### config.mk
export PLATFORM = sky130hd
export DESIGN_NAME = flash_page_packer_flat
export DESIGN_NICKNAME = d
export VERILOG_FILES = /design/src/rtl/flash_page_packer_if.sv /design/src/rtl/flash_page_packer.sv /design/src/flat_wrapper.sv
export SDC_FILE = /design/constraint.sdc
export NUM_CORES = 1
export LEC_CHECK = 0
export ABC_AREA = 1
export BUFFER_PORTS_ARGS = -buffer_cell sky130_fd_sc_hd__buf_2
export CELL_PAD_IN_SITES_DETAIL_PLACEMENT = 1
export CELL_PAD_IN_SITES_GLOBAL_PLACEMENT = 2
export CORE_MARGIN = 1
export CORE_UTILIZATION = 32
export DETAILED_ROUTE_END_ITERATION = 12
export PLACE_DENSITY_LB_ADDON = 0.1
export SYNTH_ARGS = -nofsm -noshare
export SYNTH_HDL_FRONTEND = slang
export SYNTH_SLANG_ARGS = --single-unit
### constraint.sdc
create_clock -name clock -period 1.75 [get_ports clock]
set_input_delay 0.0875 -clock clock [delete_from_list [all_inputs] [get_ports clock]]
set_output_delay 0.0875 -clock clock [all_outputs]
set_load 0.01 [all_outputs]
### src/rtl/flash_page_packer_if.sv
// ============================================================================
// Module   : flash_page_packer_if
// Brief    : Byte-in / word-out valid-ready bus of the flash page packer.
// Revision : 1.0
// ============================================================================
`timescale 1ns/1ps
`default_nettype none

interface flash_page_packer_if #(
  parameter int DSIZE = 8,
  parameter int OSIZE = 32
);
  logic             in_valid;
  logic [DSIZE-1:0] in_data;
  logic             in_ready;
  logic             out_valid;
  logic [OSIZE-1:0] out_data;
  logic             out_last;
  logic             out_ready;

  modport master (
    output in_valid, in_data, out_ready,
    input  in_ready, out_valid, out_data, out_last
  );

  modport slave (
    input  in_valid, in_data, out_ready,
    output in_ready, out_valid, out_data, out_last
  );
endinterface

`default_nettype wire

### src/rtl/flash_page_packer.sv
// ============================================================================
// Module   : flash_page_packer
// Brief    : Drops SPI flash echo bytes and packs page payload into words.
// Revision : 1.0
// ============================================================================
`timescale 1ns/1ps
`default_nettype none

module flash_page_packer #(
  parameter int DSIZE      = 8,
  parameter int OSIZE      = 32,
  parameter int SKIP_NUM   = 9,
  parameter int PAGE_BYTES = 256,
  parameter int MSB_FIRST  = 1
) (
  input  wire                  clock,
  input  wire                  rst_n,
  input  wire                  frame_flag,
  flash_page_packer_if.slave   bus,
  output logic                 page_done,
  output logic                 abort,
  output logic                 stray
);

  localparam int c_lanes     = OSIZE / DSIZE;
  localparam int c_lw        = (c_lanes > 1) ? $clog2(c_lanes) : 1;
  localparam int c_bw        = $clog2(PAGE_BYTES + 1);
  localparam int c_sw        = (SKIP_NUM > 1) ? $clog2(SKIP_NUM) : 1;
  localparam int c_skip_last = (SKIP_NUM > 0) ? SKIP_NUM - 1 : 0;

  typedef enum logic [1:0] {
    ST_IDLE  = 2'd0,
    ST_SKIP  = 2'd1,
    ST_PACK  = 2'd2,
    ST_DRAIN = 2'd3
  } state_t;

  state_t           r_state;
  logic [c_sw-1:0]  r_skip_cnt;
  logic [c_lw-1:0]  r_lane_cnt;
  logic [c_bw-1:0]  r_byte_cnt;
  logic [OSIZE-1:0] r_acc;
  logic [OSIZE-1:0] r_out_data;
  logic             r_out_valid;
  logic             r_out_last;

  logic             w_in_ready;
  logic             w_accept;
  logic             w_take;
  logic             w_lane_last;
  logic [c_bw-1:0]  w_byte_next;
  logic [OSIZE-1:0] w_word;

  assign w_lane_last = (r_lane_cnt == c_lw'(c_lanes - 1));
  assign w_byte_next = r_byte_cnt + c_bw'(1);
  assign w_accept    = bus.in_valid && w_in_ready;
  assign w_take      = r_out_valid && bus.out_ready;

  // The completing byte may only enter when the output register is free or emptying.
  always_comb begin
    w_in_ready = 1'b0;
    case (r_state)
      ST_IDLE, ST_SKIP: w_in_ready = 1'b1;
      ST_PACK:          w_in_ready = !w_lane_last || !r_out_valid || bus.out_ready;
      default:          w_in_ready = 1'b0;
    endcase
  end

  always_comb begin
    w_word = r_acc;
    for (int i = 0; i < c_lanes; i++) begin
      if (r_lane_cnt == c_lw'(i)) begin
        w_word[((MSB_FIRST != 0) ? (c_lanes - 1 - i) : i) * DSIZE +: DSIZE] = bus.in_data;
      end
    end
  end

  always_ff @(posedge clock) begin
    if (!rst_n) begin
      r_state     <= ST_IDLE;
      r_skip_cnt  <= '0;
      r_lane_cnt  <= '0;
      r_byte_cnt  <= '0;
      r_acc       <= '0;
      r_out_data  <= '0;
      r_out_valid <= 1'b0;
      r_out_last  <= 1'b0;
      page_done   <= 1'b0;
      abort       <= 1'b0;
      stray       <= 1'b0;
    end else begin
      page_done <= 1'b0;
      abort     <= 1'b0;
      stray     <= 1'b0;

      if (w_take) begin
        r_out_valid <= 1'b0;
        r_out_last  <= 1'b0;
      end

      if (frame_flag) begin
        // A relaunch restarts the page; any byte in this cycle is discarded.
        if (r_state != ST_IDLE) begin
          abort       <= 1'b1;
          r_out_valid <= 1'b0;
          r_out_last  <= 1'b0;
          r_out_data  <= '0;
        end else if (w_accept) begin
          stray <= 1'b1;
        end
        r_acc      <= '0;
        r_skip_cnt <= '0;
        r_lane_cnt <= '0;
        r_byte_cnt <= '0;
        r_state    <= (SKIP_NUM == 0) ? ST_PACK : ST_SKIP;
      end else begin
        case (r_state)
          ST_IDLE: begin
            if (w_accept) stray <= 1'b1;
          end
          ST_SKIP: begin
            if (w_accept) begin
              r_skip_cnt <= r_skip_cnt + c_sw'(1);
              if (r_skip_cnt == c_sw'(c_skip_last)) begin
                r_state    <= ST_PACK;
                r_lane_cnt <= '0;
                r_byte_cnt <= '0;
              end
            end
          end
          ST_PACK: begin
            if (w_accept) begin
              r_byte_cnt <= w_byte_next;
              if (w_lane_last) begin
                r_lane_cnt  <= '0;
                r_acc       <= '0;
                r_out_data  <= w_word;
                r_out_valid <= 1'b1;
                r_out_last  <= (w_byte_next == c_bw'(PAGE_BYTES));
                if (w_byte_next == c_bw'(PAGE_BYTES)) r_state <= ST_DRAIN;
              end else begin
                r_lane_cnt <= r_lane_cnt + c_lw'(1);
                r_acc      <= w_word;
              end
            end
          end
          ST_DRAIN: begin
            if (w_take && r_out_last) begin
              page_done <= 1'b1;
              r_state   <= ST_IDLE;
            end
          end
          default: r_state <= ST_IDLE;
        endcase
      end
    end
  end

  assign bus.in_ready  = w_in_ready;
  assign bus.out_valid = r_out_valid;
  assign bus.out_data  = r_out_data;
  assign bus.out_last  = r_out_last;

endmodule

`default_nettype wire

### src/flat_wrapper.sv
// flat-port wrapper written by rule: the top's interface ports become plain ports
module flash_page_packer_flat 
#(
  parameter int DSIZE      = 8,
  parameter int OSIZE      = 32,
  parameter int SKIP_NUM   = 9,
  parameter int PAGE_BYTES = 256,
  parameter int MSB_FIRST  = 1
)
  (clock, rst_n, frame_flag, page_done, abort, stray, bus_in_valid, bus_in_data, bus_out_ready, bus_in_ready, bus_out_valid, bus_out_data, bus_out_last);
  flash_page_packer_if #(.DSIZE(DSIZE), .OSIZE(OSIZE)) bus_i ();
  input  wire clock;
  input  wire rst_n;
  input  wire frame_flag;
  output logic page_done;
  output logic abort;
  output logic stray;
  input wire logic [$bits(bus_i.in_valid)-1:0] bus_in_valid;
  input wire logic [$bits(bus_i.in_data)-1:0] bus_in_data;
  input wire logic [$bits(bus_i.out_ready)-1:0] bus_out_ready;
  output wire logic [$bits(bus_i.in_ready)-1:0] bus_in_ready;
  output wire logic [$bits(bus_i.out_valid)-1:0] bus_out_valid;
  output wire logic [$bits(bus_i.out_data)-1:0] bus_out_data;
  output wire logic [$bits(bus_i.out_last)-1:0] bus_out_last;
  assign bus_i.in_valid = bus_in_valid;
  assign bus_i.in_data = bus_in_data;
  assign bus_i.out_ready = bus_out_ready;
  assign bus_in_ready = bus_i.in_ready;
  assign bus_out_valid = bus_i.out_valid;
  assign bus_out_data = bus_i.out_data;
  assign bus_out_last = bus_i.out_last;
  flash_page_packer #(.DSIZE(DSIZE), .OSIZE(OSIZE), .SKIP_NUM(SKIP_NUM), .PAGE_BYTES(PAGE_BYTES), .MSB_FIRST(MSB_FIRST)) u_core (.clock(clock), .rst_n(rst_n), .frame_flag(frame_flag), .bus(bus_i), .page_done(page_done), .abort(abort), .stray(stray));
endmodule
== After elaboration in Yosys (flattened, before gate mapping) ==
Index checks and enable logic that the tools add are counted.

* Register bits after elaboration: 86
* Input port bits: 13
* Output and inout port bits: 38
* Logic and storage cells: 110

* $add $sub $neg: 3
* Equality and inequality tests: 21
* Multiplexer cells: 46
* Bitwise operators: 2
* Reductions and logical operators: 26

{| class="wikitable"
|+ Operators by type and width
! cell !! count
|-
| 32-bit 2-to-1 mux || 6
|-
| 8-bit 2-to-1 mux || 4
|-
| 9-bit 2-to-1 mux || 3
|-
| 2-bit 2-to-1 mux || 10
|-
| 1-bit 2-to-1 mux || 19
|-
| 3-bit by 2-bit inequality test with 1-bit output, second input constant || 6
|-
| 9-bit case mux with 2 select lines || 1
|-
| 2-bit by 1-bit inequality test with 1-bit output, second input constant || 7
|-
| 7-bit AND reduction || 2
|-
| 2-bit nonzero test || 5
|-
| 9-bit by 1-bit adder with 9-bit output, second input constant || 1
|-
| 9-bit equality test, second input constant || 1
|-
| 2-bit equality test, second input constant || 4
|-
| 4-bit AND reduction || 2
|-
| 2-bit case mux with 3 select lines || 1
|-
| 2-bit AND reduction || 3
|-
| 4-bit by 1-bit adder with 4-bit output, second input constant || 1
|-
| 2-bit by 1-bit equality test with 1-bit output, second input constant || 2
|-
| 4-bit equality test, second input constant || 1
|-
| 2-bit logical NOT || 2
|-
| 2-bit case mux with 2 select lines || 1
|-
| 4-bit nonzero test || 1
|-
| 2-bit OR reduction || 2
|-
| 1-bit logical AND || 3
|-
| other kinds (7) || 10
|}

== Longest topological paths before layout ==
Gate-level depths: netlist of the first run.

* Depth in word-level cells: 9
* Depth in mapped cells: 13
* Depth with buffers taken out: 12

== Worst setup path after synthesis of the first run ==
Ideal clock, no wire load.

* Path type: register to register
* Start point: register u_core.r_byte_cnt[0]
* End point: register u_core.r_state[0]
* Setup time: 0.120 ns
* Data arrival time: 1.371 ns
* Data required time: 1.630 ns
* Setup slack: 0.260 ns
* Stages on the path, launching flop included: 11
* Path buffers: 0
* Clock period less this slack: 1.490 ns
* Path through: dfxtp_1 -> ha_1 -> nand2_1 -> nor2_1 -> nand3b_1 -> nand2_1 -> nand3_1 -> o21ai_0 -> nand2_1 -> nand2_1 -> a21oi_1

* Longest elaborated chain between the ends: 4

{| class="wikitable"
|+ Ends and longest elaborated chain
! item !! RTL line !! text
|-
| start: declaration || flash_page_packer.sv:41 || <nowiki>logic [c_bw-1:0] r_byte_cnt;</nowiki>
|-
| start signal: assignment || flash_page_packer.sv:133 || <nowiki>r_byte_cnt <= w_byte_next;</nowiki>
|-
| 9-bit by 1-bit adder with 9-bit output || flash_page_packer.sv:55 || <nowiki>assign w_byte_next = r_byte_cnt + c_bw'(1);</nowiki>
|-
| 9-bit equality test || flash_page_packer.sv:140 || <nowiki>if (w_byte_next == c_bw'(PAGE_BYTES)) r_state <= ST_DRAIN;</nowiki>
|-
| 3-bit by 2-bit inequality test with 1-bit output (no source line) || - ||
|-
| 7-bit AND reduction (no source line) || - ||
|-
| end signal: assignment || flash_page_packer.sv:115 || <nowiki>r_state <= (SKIP_NUM == 0) ? ST_PACK : ST_SKIP;</nowiki>
|-
| end: declaration || flash_page_packer.sv:38 || <nowiki>state_t r_state;</nowiki>
|}

No other way between the ends.
A chain may end at the register's enable or synchronous reset.

== Final worst setup path of the first run ==
* Start point: register u_core.r_lane_cnt[0]
* End point: register u_core.r_acc[29]

* Longest elaborated chain between the ends: 7
* Elaborated cells on any way between the ends: 10
* Those cells by class: eq/ne: 1; mux: 3; reduce/logical: 6

{| class="wikitable"
|+ Ends and longest elaborated chain
! item !! RTL line !! text
|-
| start: declaration || flash_page_packer.sv:40 || <nowiki>logic [c_lw-1:0] r_lane_cnt;</nowiki>
|-
| start signal: assignment || flash_page_packer.sv:142 || <nowiki>r_lane_cnt <= r_lane_cnt + c_lw'(1);</nowiki>
|-
| 2-bit equality test || flash_page_packer.sv:54 || <nowiki>assign w_lane_last = (r_lane_cnt == c_lw'(c_lanes - 1));</nowiki>
|-
| 1-bit logical NOT || flash_page_packer.sv:64 || <nowiki>ST_PACK: w_in_ready = !w_lane_last || !r_out_valid || bus.out_ready;</nowiki>
|-
| 1-bit logical OR (2 in a row) || flash_page_packer.sv:64 ||
|-
| 1-bit case mux with 2 select lines || flash_page_packer.sv:62 || <nowiki>case (r_state)</nowiki>
|-
| 1-bit logical AND || flash_page_packer.sv:56 || <nowiki>assign w_accept = bus.in_valid && w_in_ready;</nowiki>
|-
| 2-bit AND reduction (no source line) || - ||
|-
| end signal: assignment || flash_page_packer.sv:143 || <nowiki>r_acc <= w_word;</nowiki>
|-
| end: declaration || flash_page_packer.sv:42 || <nowiki>logic [OSIZE-1:0] r_acc;</nowiki>
|}

Parallel ways exist; a longest one is shown, timed or not.

==> impl_results.md, run 1 <==
* Initial DRT Pass Iterations at 4
* Core region area at 10400 µm²
* Final Total Pwr at 3.50 mW
* Rows at 37
* GPL Wtd Cong at 0.785
* CP required at 2.05 ns
* F_max at 614 MHz
* HP Class: in2reg
* P&R area growth vs syn at 25.6%
* Grt ovf at 0
* DR vias at 3132
* Hpwl dp at 6570 µm
* Proportion of power drawn by combinational gates at 3.6%
* CTS clk-pin slew, worst paths at 0.09 ns
* Synth Instances at 457
* Max-cap violations at 0
* Setup TNS at 0 ns
* Setup Skew at 0.0131 ns
* Int Power at 2.67 mW
* Tightest Pin Transition at 0.361 ns
* R2R Setup Slk at 0.12 ns
* Most frequent cell on the critical path: nand2_1
* Proportion of layout cells with a drive suffix above 1 at 26.3%
* Yosys cell types at 27
* Per-cell routed wire length at 14.2 µm
* Crit path DAT at 1.93 ns
* Crit-path cells: ha_1, nand2_1, inv_1, nand2_1, nand3_2, inv_2, nand2_4, inv_2, nand2_1, inv_4, clkbuf_16, nand2_1, a21oi_1
* Sequential share of power at 50.9%
* Slew Limit Headroom at 75.9%
* FF+latch area at 1570 µm²
* Die Ht at 106 µm
* Layout fillers at 1325
* Critical Path Sink Type: flop
* CP startpoint kind: flop
* CTS root buf: clkbuf_8
* Area leader, netlist: dfxtp_1
* Cell area power density at 807 nW/µm²
* Synth top area share at 45.2%
* Synth warn at 0
* Cts bufs inserted at 9
* Die area at 11200 µm²
* Sw frac at 23.7%
* Synth area leaders: dfxtp_1 (45%), nand2_1 (18%), mux2_2 (7.8%)
* First-pass GRT wire length at 15500 µm
* Tmin final at 1.63 ns
* Worst-skew pair later-pin latency at 0.37 ns
* Commonest non-fill, non-tap cell in the layout: nand2_1
* Routed Antenna Nets at 0
* Post-synth EDFFs at 0
* Most frequent cells in the layout: nand2_1 (164), dfxtp_1 (75), nand3_1 (50), buf_2 (50), a21oi_1 (40)
* Clock Sinks at 78
* Largest net degree at the start of global routing at 34
* CTS max path bufs at 2
* Post-Synthesis Cell Area at 3460 µm²
* Synth Net Count at 478
* Asr flop ratio synth at 0%
* Final nets at 544
* Initial Utilization at 33.2%
* Yosys reg bits at 78
* Post-synthesis sequential area ratio at 45.2%
* CTS tree: yes
* Worst path slowest cell: dfxtp_2
* IR drop worst, VDD at 0.360 mV
* Post-Syn Area per Cell at 7.56 µm²
* Remaining routing DRC violations at 0
* Crit share post-route at 93.1%
* Initial antenna violation count at 0
* Area of the multi-input gates at 1700 µm²
* Maximum fanout along the worst path at 7
* Fin. max-slew vios at 0
* Clk network pwr share at 45.6%
* Total Routed Length at 9420 µm
* Vias/cell at 4.72
* Synth Flop Type: dfxtp_1
* CP peak stage delay at 0.33 ns
* Number of global-route vias before repair at 3136
* Gr usage total at 17.6%
* Net Sw Power at 0.830 mW
* Status: completed
* Port-buffer cells at 50
* IO Count at 51
* # diodes at 0
* Die X at 106 µm
* Lkg Pwr at 1.93 nW
* Initial drt markers at 82
* Final Hold Fails at 0
* Critical setup path kind: reg2reg
* H-tree levels at 3
* Endpoints failing setup at 0
[cells in the mapped netlist, types with 2 or more instances]
library cell / number
nor3_1: 3
buf_4: 5
a21oi_1: 42
o21ai_0: 5
nand4_1: 3
buf_1: 5
nor2_1: 16
nand2_2: 3
mux2_2: 24
buf_2: 6
inv_1: 23
inv_2: 5
ha_1: 8
clkinv_1: 2
nand2_1: 165
dfxtp_1: 78
nand3_1: 50
clkbuf_1: 5
[cell families after synthesis]
group / count (synthesis) / synth area share (%)
compound gates: 49 / 7.20
fa+ha+maj: 8 / 2.90
buf+inv: 51 / 6.30
flops: 78 / 45.2
mux: 24 / 7.82
simple gates: 247 / 30.6
[state kept, by name (all words and copies together) (netlist names)]
| register | count |
|---|---|
| u_core.r_byte_cnt | 9 |
| u_core.page_done | 1 |
| u_core.r_skip_cnt | 4 |
| u_core.abort | 1 |
| u_core.r_acc | 24 |
| u_core.r_state | 2 |
| u_core.r_lane_cnt | 2 |
| u_core.bus.out_data | 32 |
| u_core.bus.out_valid | 1 |
| u_core.stray | 1 |
| u_core.bus.out_last | 1 |
[metrics by stage]
step / worst slack, ns / std cells / hold WS (ns) / util [%] / area, µm²
6_report: 0.121 / 664 / 0.00918 / 41.7 / 4340
5_1_grt: -0.00169 / 664 / 0.0334 / 41.7 / 4340
4_1_cts: 0.0198 / 659 / 0.00000439 / 40.6 / 4230
3_5_place_dp: 0.0362 / 641 / 0.357 / 38.2 / 3980
3_3_place_gp: 0.0954 / 641 / 0.360 / 38.2 / 3980
2_1_floorplan: 0.260 / 457 / 0.198 / - / 3460
[power by group through the flow]
| stage | logic, mW | clock network [mW] | registers, mW |
|---|---|---|---|
| after floorplan | 0.0549 | 0 | 1.82 |
| after global routing | 0.137 | 1.72 | 1.78 |
| after global placement | 0.120 | 0 | 1.82 |
| after detailed placement | 0.121 | 0 | 1.82 |
| final | 0.125 | 1.60 | 1.78 |
| after CTS | 0.125 | 1.64 | 1.78 |
[layer usage]
layer	GRT usage, %	share of wire, %	vias to the layer above
li1	-	-	1607
met1	24.5	52	1470
met2	26.8	44	45
met3	2.82	3.2	10
met4	7.74	1.3	0
met5	0	0	-
[what timing repair did]
item,CTS,global route
setup endpoints to repair,0,27
buffers inserted,0,2
gates resized for setup,0,14
endpoints found under the hold margin,2,0
hold buffers,2,0
[final cells by class]
| cell class | count | share of cell area (%) |
|---|---|---|
| multi-input cells | 328 | 39.2 |
| clock inverters | 6 | 2.16 |
| well taps | 136 | 3.92 |
| repair buffers | 76 | 12.8 |
| flip-flops and latches | 78 | 36.1 |
| inverters | 30 | 2.65 |
| clock buffers | 10 | 3.17 |
[critical path, delay by kind of cell (launching register included)]
| kind | cells | cell delay (ns) |
|---|---|---|
| buf+inv | 5 | 0.49 |
| fa+ha+maj | 1 | 0.20 |
| simple gates | 6 | 0.41 |
| flops | 1 | 0.33 |
| compound gates | 1 | 0.13 |
[final timing paths]
path                                                       endpoint  cells after the start                         startpoint
worst min-delay path            u_core.bus.out_data[6]$_SDFFE_PN0P_                      3                     bus_in_data[6]
worst min register to register         u_core.r_acc[8]$_SDFFE_PP0P_                      2       u_core.r_acc[8]$_SDFFE_PP0P_
worst max register to register        u_core.r_acc[29]$_SDFFE_PP0P_                     13  u_core.r_lane_cnt[0]$_SDFFE_PP0P_
worst max-delay path                  u_core.r_acc[29]$_SDFFE_PP0P_                     13  u_core.r_lane_cnt[0]$_SDFFE_PP0P_
(Power assumes the default switching activity.)
==> run 2, diff against run 1 <==
--- a/config.mk
+++ b/config.mk
@@ -12,6 +12,7 @@
 export CORE_MARGIN = 1
 export CORE_UTILIZATION = 32
 export DETAILED_ROUTE_END_ITERATION = 12
+export GPL_TIMING_DRIVEN = 0
 export PLACE_DENSITY_LB_ADDON = 0.1
 export SYNTH_ARGS = -nofsm -noshare
 export SYNTH_HDL_FRONTEND = slang
==> run 2 against run 1 <==
Against the previous run:
- largest cell class unchanged
- critical path depth stayed put
- clock-buffer cell count is 2 higher
- register-to-register slack worse by 0.07 ns
- non-clock buffer count is 3 higher
- fmax is 4.3% lower
- power is 10% lower
- first-iteration DRC count is 12% higher
- critical endpoint is now u_core.r_acc[22]$_SDFFE_PP0P_
- global-route usage hardly changed
==> impl_results.md, run 2 (synthesis gave the netlist of run 1 again) <==
* Status: completed (unchanged)
* Max reg flops at 32 (unchanged)
* Finished Layout Cells at 666 (was 664)
* Proportion of power drawn by combinational gates at 3.9% (was 3.6%)
* Final core occ at 41.3% (was 41.7%)
* Initial drt markers at 92 (was 82)
* IO Count at 51 (unchanged)
* F_max at 587 MHz (was 614 MHz)
* Die area at 11200 µm² (unchanged)
* Setup Skew at 0.0111 ns (was 0.0131 ns)
* Placed Area at 3880 µm² (was 3980 µm²)
* CP startpoint kind: flop (unchanged)
* Slew Limit Headroom at 64.1% (was 75.9%)
* Per-cell routed wire length at 14.3 µm (was 14.2 µm)
* Vias/cell at 4.71 (was 4.72)
* CTS tree: yes (unchanged)
* Worst path slowest cell: dfxtp_4 (was dfxtp_2)
* Total Routed Length at 9500 µm (was 9420 µm)
* Int Power at 2.40 mW (was 2.67 mW)
* Grt ovf at 0 (unchanged)
* Largest net degree at the start of global routing at 13 (was 34)
* Dpl ws at -0.181 ns (was 0.0362 ns)
* Lkg Pwr at 1.89 nW (was 1.93 nW)
* Net Sw Power at 0.738 mW (was 0.830 mW)
* Grt peak-use layer: met2 (unchanged)
* Number of global-route vias before repair at 3071 (was 3136)
* Die X at 106 µm (unchanged)
* FF-to-FF End: u_core.r_acc[22]$_SDFFE_PP0P_ (was u_core.r_acc[29]$_SDFFE_PP0P_)
* Sw frac at 23.5% (was 23.7%)
* CTS max path bufs at 2 (unchanged)
* Tmin final at 1.70 ns (was 1.63 ns)
* Worst-skew pair later-pin latency at 0.34 ns (was 0.37 ns)
* Maximum fanout along the worst path at 7 (unchanged)
* Crit path capture: u_core.r_acc[22]$_SDFFE_PP0P_ (was u_core.r_acc[29]$_SDFFE_PP0P_)
* Rows at 37 (unchanged)
* Fin worst setup slack at 0.0478 ns (was 0.121 ns)
* Met3 Use GR at 4.29% (was 2.82%)
* CTS root buf: clkbuf_8 (unchanged)
* WP buf/inv at 5 (unchanged)
* Endpoints failing setup at 0 (unchanged)
* Cell area power density at 729 nW/µm² (was 807 nW/µm²)
* Final Hold Fails at 0 (unchanged)
* Routed Antenna Nets at 0 (unchanged)
* H-tree levels at 3 (unchanged)
* GR Layer Usage met1 at 24.3% (was 24.5%)
* Initial Utilization at 33.2% (unchanged)
* CP startpoint: u_core.r_lane_cnt[0]$_SDFFE_PP0P_ (unchanged)
* # diodes at 0 (unchanged)
* GPL Wtd Cong at 0.734 (was 0.785)
* P&R area growth vs syn at 24.5% (was 25.6%)
* Crit path max-delay family: buffers and inverters (unchanged)
* Critical setup path kind: reg2reg (unchanged)
* R2R Setup Slk at 0.05 ns (was 0.12 ns)
* Design area at 4300 µm² (was 4340 µm²)
* Final hold slack at 0.0446 ns (was 0.00918 ns)
* First-pass GRT wire length at 15200 µm (was 15500 µm)
* Critical Path Sink Type: flop (unchanged)
* Commonest non-fill, non-tap cell in the layout: nand2_1 (unchanged)
* R2R cell count at 13 (unchanged)
* Stages on worst setup path at 13 (unchanged)
* Die Ht at 106 µm (unchanged)
* Port-buffer cells at 50 (unchanged)
* CTS clk-pin slew, worst paths at 0.08 ns (was 0.09 ns)
* Setup TNS at 0 ns (unchanged)
* Crit path DAT at 1.97 ns (was 1.93 ns)
* Final Total Pwr at 3.13 mW (was 3.50 mW)
* Crit share post-route at 97.3% (was 93.1%)
* Cts bufs inserted at 9 (unchanged)
* Max-cap violations at 0 (unchanged)
* Initial antenna violation count at 0 (unchanged)
* Crit-path cells: ha_4, nand2_1, inv_1, nand2_1, nand3_2, inv_2, nand2_8, inv_2, nand2_1, inv_4, clkbuf_16, nand2_1, a21oi_2 (was ha_1, nand2_1, inv_1, nand2_1, nand3_2, inv_2, nand2_4, inv_2, nand2_1, inv_4, clkbuf_16, nand2_1, a21oi_1)
* Placed cell count at 643 (was 641)
* Final nets at 547 (was 544)
* Gr usage total at 17.6% (about the same)
* Clock Sinks at 78 (unchanged)
* Core region area at 10400 µm² (unchanged)
* IR drop worst, VDD at 0.391 mV (was 0.360 mV)
* Tightest Pin Transition at 0.539 ns (was 0.361 ns)
* CP required at 2.02 ns (was 2.05 ns)
* Fin. max-slew vios at 0 (unchanged)
* Most frequent cells in the layout: nand2_1 (164), dfxtp_1 (73), buf_2 (52) (was nand2_1 (164), dfxtp_1 (75), nand3_1 (50), buf_2 (50), a21oi_1 (40))
* Met2 Track Usage GR at 27.6% (was 26.8%)
* CP peak stage delay at 0.37 ns (was 0.33 ns)
* Clk network pwr share at 39.4% (was 45.6%)
* Initial DRT Pass Iterations at 4 (unchanged)
* Remaining routing DRC violations at 0 (unchanged)
* HP Class: in2reg (unchanged)
* Reg-to-Reg Start: u_core.r_lane_cnt[0]$_SDFFE_PP0P_ (unchanged)
* Hpwl dp at 7010 µm (was 6570 µm)
* Sequential share of power at 56.8% (was 50.9%)
* Most frequent cell on the critical path: nand2_1 (unchanged)
* DR vias at 3135 (was 3132)
* Proportion of layout cells with a drive suffix above 1 at 27.0% (was 26.3%)
[run 2: changes by cell type in the layout (fill, tap and decap cells not counted), moves of 3 or more]
cell and change:
buf_8 +3, buf_12 -5, buf_4 -7, clkbuf_1 +5, buf_1 +3
[run 2: worst min path at each step]
stage / start / endpoint / slack, ns / cells past startpoint
2_1_floorplan: bus_in_data[0] / u_core.bus.out_data[0]$_SDFFE_PN0P_ / 0.20 / 2
3_3_place_gp: rst_n / u_core.bus.out_valid$_SDFF_PN0_ / 0.34 / 3
3_5_place_dp: rst_n / u_core.bus.out_valid$_SDFF_PN0_ / 0.34 / 3
4_1_cts: bus_in_data[4] / u_core.bus.out_data[4]$_SDFFE_PN0P_ / 0.03 / 3
5_1_grt: bus_in_data[4] / u_core.bus.out_data[4]$_SDFFE_PN0P_ / 0.02 / 3
6_report: bus_in_data[4] / u_core.bus.out_data[4]$_SDFFE_PN0P_ / 0.04 / 3
[run 2: worst reg2reg max path, stage by stage, from the launching register on]
cell and delay, ns:
dfxtp_4 0.37, ha_4 0.17, nand2_1 0.06, inv_1 0.05, nand2_1 0.07, nand3_2 0.09, inv_2 0.11, nand2_8 0.08
inv_2 0.07, nand2_1 0.08, inv_4 0.14, clkbuf_16 0.16, nand2_1 0.06, a21oi_2 0.13
[run 2: area by class of cell]
class                           instances  area (µm²)
Fill cell                            1330        6110
Inverter                               30         125
Clock inverter                          3        18.8
Multi-Input combinational cell        328        1750
Timing Repair Buffer                   60         365
Sequential cell                        78        1570
Buffer                                 19         143
Clock buffer                           12         155
Tap cell                              136         170
[run 2: timing repair]
action                                 CTS  global route
hold buffers                             2             0
endpoints found under the hold margin    2             0
buffers inserted                         0             6
gates resized for setup                 15            32
setup endpoints to repair               62            67
cloned                                   0             2
pin swaps                                0             1
[run 2: metal layers]
layer  vias up  wire (µm)
li1       1613          -
met1      1468       4790
met2        49       4300
met3         5        328
met4         0         75
met5         -          0
[run 2: power by group through the flow]
stage | logic, mW | clock network, mW | registers (mW)
after global placement | 0.114 | 0 | 1.82
after detailed placement | 0.115 | 0 | 1.82
after CTS | 0.120 | 1.29 | 1.78
after global routing | 0.134 | 1.36 | 1.78
after floorplan | 0.0549 | 0 | 1.82
final | 0.121 | 1.23 | 1.78
==> run 3, diff against run 2 <==
--- a/config.mk
+++ b/config.mk
@@ -13,7 +13,7 @@
 export CORE_UTILIZATION = 32
 export DETAILED_ROUTE_END_ITERATION = 12
 export GPL_TIMING_DRIVEN = 0
-export PLACE_DENSITY_LB_ADDON = 0.1
+export PLACE_DENSITY = 0.78
 export SYNTH_ARGS = -nofsm -noshare
 export SYNTH_HDL_FRONTEND = slang
 export SYNTH_SLANG_ARGS = --single-unit
==> run 3 against run 2 <==
Against the previous run:
- first-iteration DRC count is 32% lower
- critical path depth stayed put
- via count is 0.13% higher
- clock skew is 0.0025 ns higher
- sequential share of layout area is 0.056 points lower
- fmax is 4.7% higher
- routed wire length is 0.29% higher
==> impl_results.md, run 3 (synthesis gave the netlist of run 1 again) <==
* Per-cell routed wire length at 14.4 µm (was 14.3 µm)
* CP required at 1.96 ns (was 2.02 ns)
* Tightest Pin Transition at 0.525 ns (was 0.539 ns)
* CP peak stage delay at 0.37 ns (about the same)
* FF+latch area at 1570 µm² (about the same)
* Routed Antenna Nets at 0 (unchanged)
* Grt ovf at 0 (unchanged)
* R2R cell count at 13 (unchanged)
* Lkg Pwr at 1.89 nW (about the same)
* Die Ht at 106 µm (unchanged)
* Critical Path Sink Type: flop (unchanged)
* Setup Skew at 0.0136 ns (was 0.0111 ns)
* Proportion of layout cells with a drive suffix above 1 at 25.6% (was 27.0%)
* Layout fillers at 1315 (was 1330)
* Cell area power density at 791 nW/µm² (was 729 nW/µm²)
* Number of global-route vias before repair at 3137 (was 3071)
* FF-to-FF End: u_core.r_acc[12]$_SDFFE_PP0P_ (was u_core.r_acc[22]$_SDFFE_PP0P_)
* Met2 Track Usage GR at 29.2% (was 27.6%)
* Sequential share of power at 52.1% (was 56.8%)
* Area of the multi-input gates at 1740 µm² (was 1750 µm²)
* Unrepaired setup endpoints after global routing: false
* GR Layer Usage met1 at 23.5% (was 24.3%)
* Crit share post-route at 92.9% (was 97.3%)
* Remaining routing DRC violations at 0 (unchanged)
* Sink of the worst hold path: u_core.bus.out_data[7]$_SDFFE_PN0P_ (was u_core.bus.out_data[4]$_SDFFE_PN0P_)
* Largest net degree at the start of global routing at 13 (unchanged)
* Crit path DAT at 1.83 ns (was 1.97 ns)
* Proportion of power drawn by combinational gates at 3.6% (was 3.9%)
* P&R area growth vs syn at 24.8% (was 24.5%)
* Status: completed (unchanged)
* R2R Setup Slk at 0.12 ns (was 0.05 ns)
* Critical setup path kind: reg2reg (unchanged)
* Worst hold path stage count at 3 (unchanged)
* CTS max path bufs at 2 (unchanged)
* Reg-to-Reg Start: u_core.r_lane_cnt[1]$_SDFFE_PP0P_ (was u_core.r_lane_cnt[0]$_SDFFE_PP0P_)
* Tmin final at 1.63 ns (was 1.70 ns)
* H-tree levels at 3 (unchanged)
* Final nets at 543 (was 547)
* Commonest non-fill, non-tap cell in the layout: nand2_1 (unchanged)
* Die area at 11200 µm² (unchanged)
* Clock Sinks at 78 (unchanged)
* Most frequent cell on the critical path: nand2_1 (unchanged)
* Gr usage total at 17.7% (was 17.6%)
* Core region area at 10400 µm² (unchanged)
* Int Power at 2.66 mW (was 2.40 mW)
* CP startpoint kind: flop (unchanged)
* DR vias at 3139 (was 3135)
* IR drop worst, VDD at 0.378 mV (was 0.391 mV)
* Initial drt markers at 63 (was 92)
* Cts bufs inserted at 9 (unchanged)
* Max-cap violations at 0 (unchanged)
* Fin. max-slew vios at 0 (unchanged)
* # diodes at 0 (unchanged)
* Maximum fanout along the worst path at 9 (was 7)
* Initial DRT Pass Iterations at 4 (unchanged)
* IO Count at 51 (unchanged)
* Final core occ at 41.4% (was 41.3%)
* Total Routed Length at 9530 µm (was 9500 µm)
* Slew Limit Headroom at 65.0% (was 64.1%)
* CTS root buf: clkbuf_8 (unchanged)
* Met3 Use GR at 3.19% (was 4.29%)
* Initial Utilization at 33.2% (unchanged)
* Hold path startpoint: bus_in_data[7] (was bus_in_data[4])
* Most frequent cells in the layout: nand2_1 (163), dfxtp_1 (74), buf_2 (53) (was nand2_1 (164), dfxtp_1 (73), buf_2 (52))
* Max reg flops at 32 (unchanged)
* CTS tree: yes (unchanged)
* Net Sw Power at 0.757 mW (was 0.738 mW)
* CTS clk-pin slew, worst paths at 0.08 ns (about the same)
* Worst path slowest cell: dfxtp_2 (was dfxtp_4)
* Sw frac at 22.2% (was 23.5%)
* Initial antenna violation count at 0 (unchanged)
* First-pass GRT wire length at 15500 µm (was 15200 µm)
* Hpwl dp at 6930 µm (was 7010 µm)
* Endpoints failing setup at 0 (unchanged)
* Die X at 106 µm (unchanged)
* Grt peak-use layer: met2 (unchanged)
* Vias/cell at 4.73 (was 4.71)
* Worst-skew pair later-pin latency at 0.35 ns (was 0.34 ns)
* Port-buffer cells at 50 (unchanged)
* Final Hold Fails at 0 (unchanged)
* GPL Wtd Cong at 0.714 (was 0.734)
* Rows at 37 (unchanged)
* HP Class: in2reg (unchanged)
* Clk network pwr share at 44.3% (was 39.4%)
* Setup TNS at 0 ns (unchanged)
* F_max at 615 MHz (was 587 MHz)
* Crit-path cells: ha_4, nand2_1, inv_1, nand2_1, nand3_2, inv_2, nand2_8, inv_2, nand2_2, clkinv_4, clkbuf_16, nand2_1, a21oi_1 (was ha_4, nand2_1, inv_1, nand2_1, nand3_2, inv_2, nand2_8, inv_2, nand2_1, inv_4, clkbuf_16, nand2_1, a21oi_2)
-- run 3: cell count changes in the layout (fill, tap and decap cells not counted), moves of 2 or more --
cell | before | now
buf_1 | 3 | 0
dfxtp_2 | 3 | 1
a21oi_2 | 4 | 0
clkbuf_1 | 5 | 7
a21oi_1 | 38 | 42
nor2_2 | 7 | 4
bufinv_16 | 0 | 2
clkbuf_2 | 1 | 4
buf_6 | 3 | 5
nor2_1 | 10 | 12
buf_4 | 8 | 2
-- run 3: area by class of cell --
| class | instances | area share, % |
|---|---|---|
| well taps | 136 | 3.95 |
| multi-input cells | 328 | 40.4 |
| inverters | 30 | 2.87 |
| clock inverters | 3 | 1.57 |
| plain buffers | 19 | 3.42 |
| repair buffers | 56 | 7.86 |
| clock buffers | 13 | 3.45 |
| flip-flops and latches | 78 | 36.5 |
-- run 3: through the flow --
step	total power, mW	setup slack, ns	hold slack [ns]	instance area, µm²	cells
finish	3.41	0.125	0.0314	4310	663
global placement	1.94	-0.106	0.340	3880	643
CTS	3.47	0.0203	0.0171	4150	661
detailed placement	1.94	-0.147	0.346	3880	643
global route	3.55	0.00413	0.0326	4310	663
floorplan	1.88	0.260	0.198	3460	457
-- run 3: per-layer routing --
layer  wire [µm]  vias to the layer above
met1        4910                     1484
li1            -                     1610
met3         222                        7
met5           0                        -
met2        4310                       38
met4          87                        0
-- run 3: how the worst max path moves through the flow --
stage	slack, ns	cells past startpoint	end	startpoint
5_1_grt	0.004	13	u_core.r_acc[19]$_SDFFE_PP0P_	u_core.r_lane_cnt[0]$_SDFFE_PP0P_
2_1_floorplan	0.26	10	u_core.r_state[0]$_SDFFE_PN0P_	u_core.r_byte_cnt[0]$_SDFFE_PP0P_
4_1_cts	0.02	13	u_core.r_acc[20]$_SDFFE_PP0P_	u_core.r_lane_cnt[0]$_SDFFE_PP0P_
3_3_place_gp	-0.11	11	u_core.r_byte_cnt[7]$_SDFFE_PP0P_	u_core.r_lane_cnt[0]$_SDFFE_PP0P_
6_report	0.12	13	u_core.r_acc[12]$_SDFFE_PP0P_	u_core.r_lane_cnt[1]$_SDFFE_PP0P_
3_5_place_dp	-0.15	11	u_core.r_byte_cnt[8]$_SDFFE_PP0P_	u_core.r_lane_cnt[0]$_SDFFE_PP0P_
-- run 3: worst max-delay path: cells and delay by family (launching register included) --
kind | cells | cell delay, ns
AND/OR/NAND/NOR | 6 | 0.43
adder cells (fa/ha/maj) | 1 | 0.15
flip-flops | 1 | 0.37
AO/OA/AOI/OAI | 1 | 0.05
buffers and inverters | 5 | 0.47
-- run 3: repair_timing --
item / 4_1_cts / 5_1_grt
setup endpoints to repair: 61 / 65
pin swaps: 0 / 2
hold buffers: 2 / 0
cloned: 0 / 2
endpoints found under the hold margin: 2 / 0
gates resized for setup: 16 / 31
setup buffers: 0 / 2
-- run 3: power groups by stage --
stage	Combinational, mW	Sequential, mW	Clock [mW]
6_report	0.121	1.78	1.51
5_1_grt	0.133	1.78	1.63
4_1_cts	0.119	1.78	1.56
3_5_place_dp	0.114	1.82	0
3_3_place_gp	0.113	1.82	0
2_1_floorplan	0.0549	1.82	0
